==> src/rtl/melody_scheduler.sv <==
// -----------------------------------------------------------------------------
// melody_scheduler
//   Note sequencer and fixed-priority arbiter for the speaker datapath. Three
//   sources share a single note-divider pair: looping background music (BGM),
//   a win jingle and a lose jingle. Priority is LOSE > WIN > BGM. Each source
//   steps through its own note table, and each note lasts a given number of
//   beats.
//
//   Optional feature macro: MELODY_GAP_EN
//     When it is defined, both dividers are silenced for the last GAP_CYCLES
//     cycles of each note's final beat, so that repeated notes sound separate.
//     When it is undefined, notes play legato.
//
// Ports:
//   clk            in   system clock
//   rst_n          in   asynchronous active-low reset
//   req_bgm        in   level; BGM plays while high
//   req_win        in   one-cycle pulse; request the win jingle
//   req_lose       in   one-cycle pulse; request the lose jingle
//   mute           in   level; silences the outputs one cycle later while
//                       sequencing continues
//   note_div_right out  [21:0] divider for the right buzzer; 0 = silence
//   note_div_left  out  [21:0] right divider shifted left by one (one octave
//                       down)
//   active_src     out  [1:0]  0 idle, 1 BGM, 2 win, 3 lose
//   jingle_done    out  one-cycle pulse when a jingle finishes naturally
// -----------------------------------------------------------------------------
module melody_scheduler #(
  parameter int CLK_HZ     = 100_000_000,
  parameter int BEAT_DIV   = 25_000_000,
  parameter int GAP_CYCLES = 2_500_000
) (
  input  logic        clk,
  input  logic        rst_n,
  input  logic        req_bgm,
  input  logic        req_win,
  input  logic        req_lose,
  input  logic        mute,
  output logic [21:0] note_div_right,
  output logic [21:0] note_div_left,
  output logic [1:0]  active_src,
  output logic        jingle_done
);

  localparam int TICK_W = (BEAT_DIV > 1) ? $clog2(BEAT_DIV) : 1;
  localparam logic [TICK_W-1:0] TICK_LAST = TICK_W'(BEAT_DIV - 1);
  localparam logic [TICK_W-1:0] GAP_START = TICK_W'(BEAT_DIV - GAP_CYCLES);

`ifdef MELODY_GAP_EN
  localparam bit GAP_EN = 1'b1;
`else
  localparam bit GAP_EN = 1'b0;
`endif

  // Note dividers are CLK_HZ / f, truncated.
  localparam logic [21:0] DIV_C4 = 22'(CLK_HZ / 262);
  localparam logic [21:0] DIV_D4 = 22'(CLK_HZ / 294);
  localparam logic [21:0] DIV_E4 = 22'(CLK_HZ / 330);
  localparam logic [21:0] DIV_F4 = 22'(CLK_HZ / 349);
  localparam logic [21:0] DIV_G4 = 22'(CLK_HZ / 392);
  localparam logic [21:0] DIV_A4 = 22'(CLK_HZ / 440);
  localparam logic [21:0] DIV_B4 = 22'(CLK_HZ / 494);
  localparam logic [21:0] DIV_C5 = 22'(CLK_HZ / 523);

  // The encoding equals the active_src code.
  typedef enum logic [1:0] {
    S_IDLE = 2'd0,
    S_BGM  = 2'd1,
    S_WIN  = 2'd2,
    S_LOSE = 2'd3
  } state_e;

  state_e              state_q, state_d;
  logic [2:0]          idx_q, idx_d;
  logic [2:0]          beat_q, beat_d;
  logic [TICK_W-1:0]   tick_q, tick_d;
  logic                mute_q;
  logic                done_q, done_d;

  logic [3:0]          note_code;
  logic [2:0]          note_dur;
  logic [21:0]         code_div;
  logic                beat_end, last_beat, gap_active;
  logic [2:0]          adv_idx, adv_beat;
  logic [TICK_W-1:0]   adv_tick;

  // Note tables: the code and duration of the current note.
  always_comb begin
    // NOTE: every signal driven in always_comb gets a default first; a path
    // that leaves a signal unassigned would infer a latch.
    note_code = 4'd0;
    note_dur  = 3'd1;
    unique case (state_q)
      S_BGM: begin
        unique case (idx_q)
          3'd0:    note_code = 4'd1;
          3'd1:    note_code = 4'd3;
          3'd2:    note_code = 4'd5;
          3'd3:    note_code = 4'd3;
          3'd4:    note_code = 4'd4;
          3'd5:    note_code = 4'd2;
          3'd6:    note_code = 4'd7;
          default: note_code = 4'd0;
        endcase
      end
      S_WIN: begin
        unique case (idx_q[1:0])
          2'd0:    note_code = 4'd5;
          2'd1:    note_code = 4'd6;
          2'd2:    note_code = 4'd7;
          default: note_code = 4'd8;
        endcase
        note_dur = (idx_q[1:0] == 2'd3) ? 3'd3 : 3'd1;
      end
      S_LOSE: begin
        unique case (idx_q[1:0])
          2'd0:    note_code = 4'd5;
          2'd1:    note_code = 4'd4;
          2'd2:    note_code = 4'd3;
          default: note_code = 4'd1;
        endcase
        note_dur = (idx_q[1:0] == 2'd3) ? 3'd4 : 3'd2;
      end
      default: begin
        note_code = 4'd0;
        note_dur  = 3'd1;
      end
    endcase
  end

  always_comb begin
    code_div = '0;
    unique case (note_code)
      4'd1:    code_div = DIV_C4;
      4'd2:    code_div = DIV_D4;
      4'd3:    code_div = DIV_E4;
      4'd4:    code_div = DIV_F4;
      4'd5:    code_div = DIV_G4;
      4'd6:    code_div = DIV_A4;
      4'd7:    code_div = DIV_B4;
      4'd8:    code_div = DIV_C5;
      default: code_div = '0;
    endcase
  end

  assign beat_end   = (tick_q == TICK_LAST);
  assign last_beat  = (beat_q == 3'(note_dur - 3'd1));
  assign gap_active = GAP_EN && last_beat && (tick_q >= GAP_START);

  // Normal progression within a song. The 3-bit idx wraps 7->0 on its own,
  // which provides the BGM loop.
  always_comb begin
    adv_idx  = idx_q;
    adv_beat = beat_q;
    adv_tick = tick_q + TICK_W'(1);
    if (beat_end) begin
      adv_tick = '0;
      if (last_beat) begin
        adv_beat = '0;
        adv_idx  = idx_q + 3'd1;
      end else begin
        adv_beat = beat_q + 3'd1;
      end
    end
  end

  // Arbitration and next state. Every song start and every return to IDLE
  // clears the position, so each song begins with a full-length first note.
  always_comb begin
    state_d = state_q;
    idx_d   = adv_idx;
    beat_d  = adv_beat;
    tick_d  = adv_tick;
    done_d  = 1'b0;
    if (req_lose) begin
      state_d = S_LOSE;
      idx_d   = '0;
      beat_d  = '0;
      tick_d  = '0;
    end else begin
      unique case (state_q)
        S_IDLE: begin
          idx_d  = '0;
          beat_d = '0;
          tick_d = '0;
          if (req_win)      state_d = S_WIN;
          else if (req_bgm) state_d = S_BGM;
        end
        S_BGM: begin
          if (req_win || !req_bgm) begin
            state_d = req_win ? S_WIN : S_IDLE;
            idx_d   = '0;
            beat_d  = '0;
            tick_d  = '0;
          end
        end
        default: begin
          // Both jingles have four notes; the end of note 3 finishes the jingle.
          if (beat_end && last_beat && (idx_q[1:0] == 2'd3)) begin
            done_d  = 1'b1;
            state_d = req_bgm ? S_BGM : S_IDLE;
            idx_d   = '0;
            beat_d  = '0;
            tick_d  = '0;
          end
        end
      endcase
    end
  end

  always_ff @(posedge clk or negedge rst_n) begin
    if (!rst_n) begin
      state_q <= S_IDLE;
      idx_q   <= '0;
      beat_q  <= '0;
      tick_q  <= '0;
      mute_q  <= 1'b0;
      done_q  <= 1'b0;
    end else begin
      // NOTE: sequential state uses non-blocking assignments so that every
      // register samples the pre-edge values.
      state_q <= state_d;
      idx_q   <= idx_d;
      beat_q  <= beat_d;
      tick_q  <= tick_d;
      mute_q  <= mute;
      done_q  <= done_d;
    end
  end

  // The outputs decode registered state only; a request never reaches them
  // combinationally.
  assign note_div_right = (state_q != S_IDLE && !mute_q && !gap_active) ? code_div : '0;
  assign note_div_left  = {note_div_right[20:0], 1'b0};
  assign active_src     = state_q;
  assign jingle_done    = done_q;

endmodule

==> config.mk <==
export PLATFORM = sky130hd
export DESIGN_NAME = melody_scheduler
export DESIGN_NICKNAME = d
export VERILOG_FILES = /design/src/rtl/melody_scheduler.sv
export SDC_FILE = /design/constraint.sdc
export NUM_CORES = 1
export LEC_CHECK = 0
export ABC_AREA = 0
export BUFFER_PORTS_ARGS = -buffer_cell sky130_fd_sc_hd__buf_2
export CAP_MARGIN = 30
export CORE_AREA = 8 8 82 84
export DETAILED_ROUTE_END_ITERATION = 8
export DIE_AREA = 0 0 90 92
export PLACE_DENSITY = 0.7
export SKIP_LAST_GASP = 1
export SYNTH_ARGS = -nofsm -noshare
export SYNTH_HDL_FRONTEND = slang
export SYNTH_SLANG_ARGS = --single-unit
==> constraint.sdc <==
create_clock -name clk -period 2.4 [get_ports clk]
set_input_delay 0.12 -clock clk [delete_from_list [all_inputs] [get_ports clk]]
set_output_delay 0.12 -clock clk [all_outputs]
set_load 0.02 [all_outputs]
==> reports/results.ini <==
[logic_synthesis]
ys_types=58
yosysTopAreaCell=dfrtp_1
yosysSeqAreaShare_pct=33.70
synth-edff-count=0
synth_area_leaders=dfrtp_1 (34%), buf_4 (8.1%), xor2_1 (7.1%)
syn_area_per_cell_um2=8.780
ys_warn_count=0
synth_top_cell_area_share_pct=33.70
syn-cell-area_um2=2599
synthFlopType=dfrtp_1
synth-seq-cells=35
synthCells=296
synth-async-reset-ratio_pct=100.0

[route]
post_drt_wl_per_cell_um=16.33
route.detailed.drc=0
ant_nets=0
wl_um=6760
drt_iter0_drc=94
viasPerCell=5.548
num_vias=2297
dr.pass1.iters=4

[sta]
fmax_ghz=0.3828
rsz0062_at_grt=true
worst_slack_ps=-212.2
max-slew-margin-rel_pct=48.85
clock_skew_ps=12.90
slew_viol_final=0
setup_viol=38
min_period_ps=2612
fin_crit_sh_pct=108.8
final-hold-violation-count=0
tightest_slew_ps=767.2

[critical_path]
path_buf_inv=4
critical-path-max-stage-delay_ps=460
cp_top_family=buffers and inverters
critPathCaptureType=primary output
path_class=register to primary output
crit_chain=ha_1 -> nor3b_2 -> a32o_2 -> inv_4 -> buf_6 -> buf_12 -> nor2_4 -> nand2_4 -> a21oi_2 -> buf_4
critPathRequiredTime_ps=2280
cp_data_arrival_time_ps=2490
cp_slowest_cell=dfrtp_2
start_kind=register
crit_fanout=4

[placed_design]
place_area_um2=2781
portBuffers=46
dp_worst_setup_slack_ps=-19.37
finalWeightedCongestion=0.8308
detailed_place_hpwl_um=4230

[clocking]
clk_path_buf_depth=2
clkTransAtPathRegs_ps=80
htree_num_levels=2
clock-root-buffer=clkbuf_8
cts_tree=yes
insertion_delay_ps=290
cts_sinks=35
numCtsBuffers=5

[grt]
gr-usage-all-layers_pct=14.96
grt_pass1_vias=2269
antenna_found_initial=0
grt_pass1_wl_um=10500
grt_max_degree=36
grt-ovfl-total=0

[floorplanning]
core-area_um2=5405
io_pins=53
die_h_um=92
die_w_um=90
start_util_pct=48.08
num_rows=27
die_area_um2=8280

[pwr]
p_total_w=0.001323
leakage_nw=1.549
p_per_area_nw_per_um2=383.7
ir_drop_uv=440.0

[finish]
area_growth_pct=32.69
fin_area_um2=3448
mostFrequentLayoutCells=nor2_1 (33), dfrtp_1 (33), buf_4 (29), buf_6 (22), xor2_1 (21)
multi_input_area_um2=1734
fill_cells=422
final_nets=358
drive_above_1_share_pct=40.64
utilization_pct=63.80
diodes=0
seqCellArea_um2=878.3

[worst_hold_path]
hold_path.class=input port to register

[status]
status=complete, but fails checks
violations=setup timing

[run]
maxCapViolCount=0

==> worst paths after layout <==
check                          start  slack, ps            endpoint  cells past startpoint
hold reg to reg            tick_q[0]        520           tick_q[0]                      1
setup reg to reg            idx_q[1]        130       active_src[0]                     10
hold / removal              req_lose         60         jingle_done                      2
min in group asynchronous      rst_n        430           tick_q[3]                      2
setup / recovery            idx_q[1]       -210  note_div_right[11]                     10
max in group asynchronous      rst_n       1430       active_src[0]                      2
==> logic make-up after synthesis <==
family                     synth area share, %
adders and majority gates                5.296
AOI/OAI and AO/OA                        10.11
DFF                                      33.70
and+or+nand+nor                          28.07
muxes                                    1.541
buffers and inverters                    11.51
xor gates and xnor gates                 9.629
other                                   0.1443
==> state kept, by name, indices dropped and copies added, names as in the netlist <==
name	flops
tick_q	25
jingle_done	1
beat_q	3
mute_q	1
active_src	2
idx_q	3
==> per-layer routing <==
| layer | vias up | track usage, % | share of wire (%) |
|---|---|---|---|
| li1 | 1087 | - | - |
| met1 | 1130 | 16.16 | 39 |
| met2 | 65 | 26.93 | 53 |
| met3 | 15 | 4.319 | 5.3 |
| met4 | 0 | 6.103 | 2.5 |
| met5 | - | 0 | 0 |
==> where the power goes <==
group	total [W]	internal, W	switching (W)	leakage (nW)
registers	0.000604	0.000596	0.00000858	0.472
logic	0.000152	0.0000589	0.0000927	1.02
clock network	0.000567	0.000342	0.000226	0.0618
total	0.00132	0.000996	0.000327	1.55
==> synth_stat cells, types with 2 or more instances <==
cell      number
nand2b_1       2
buf_2          5
o211ai_1       2
nor3b_1        2
clkbuf_1       2
nand3_1        8
nor2b_1        3
buf_6          2
o31ai_1        2
and3_1         7
or2_2          2
nand2_1       24
and4_1         3
nor3_1         8
o21ai_0        5
o21bai_1       2
ha_1          11
xor2_1        21
dfrtp_1       35
buf_4         28
a21oi_1       17
inv_1          8
and2_1         2
a22oi_1        3
mux2i_1        4
a211oi_1       2
nand4_1       13
xnor2_1        5
nor2_1        37
or3_1          3
==> timing repair <==
item                       in CTS  in global routing
setup buffers                   6                  3
setup endpoints to repair      36                 43
hold endpoints to repair       36                  0
cloned                          0                  1
hold buffers                    2                  0
pin swaps                      16                 12
resized for setup              63                 56
==> per-stage QoR <==
stage / hold WS, ps / TNS [ps] / std cells
2_1_floorplan: -175.6 / -1223 / 301
3_3_place_gp: 230.2 / 0 / 394
3_5_place_dp: 230.0 / -76.39 / 394
4_1_cts: 44.35 / -2119 / 410
5_1_grt: 55.55 / -7743 / 414
6_report: 58.61 / -3874 / 414
==> cell type report <==
class,instances,area share [%]
Multi-Input combinational cell,220,50.29
Timing Repair Buffer,70,16.98
Sequential cell,35,25.47
Tap cell,72,2.612
Clock buffer,6,2.395
Clock inverter,2,1.125
Inverter,9,1.125
Note: power is estimated with default switching activity, not from simulation.
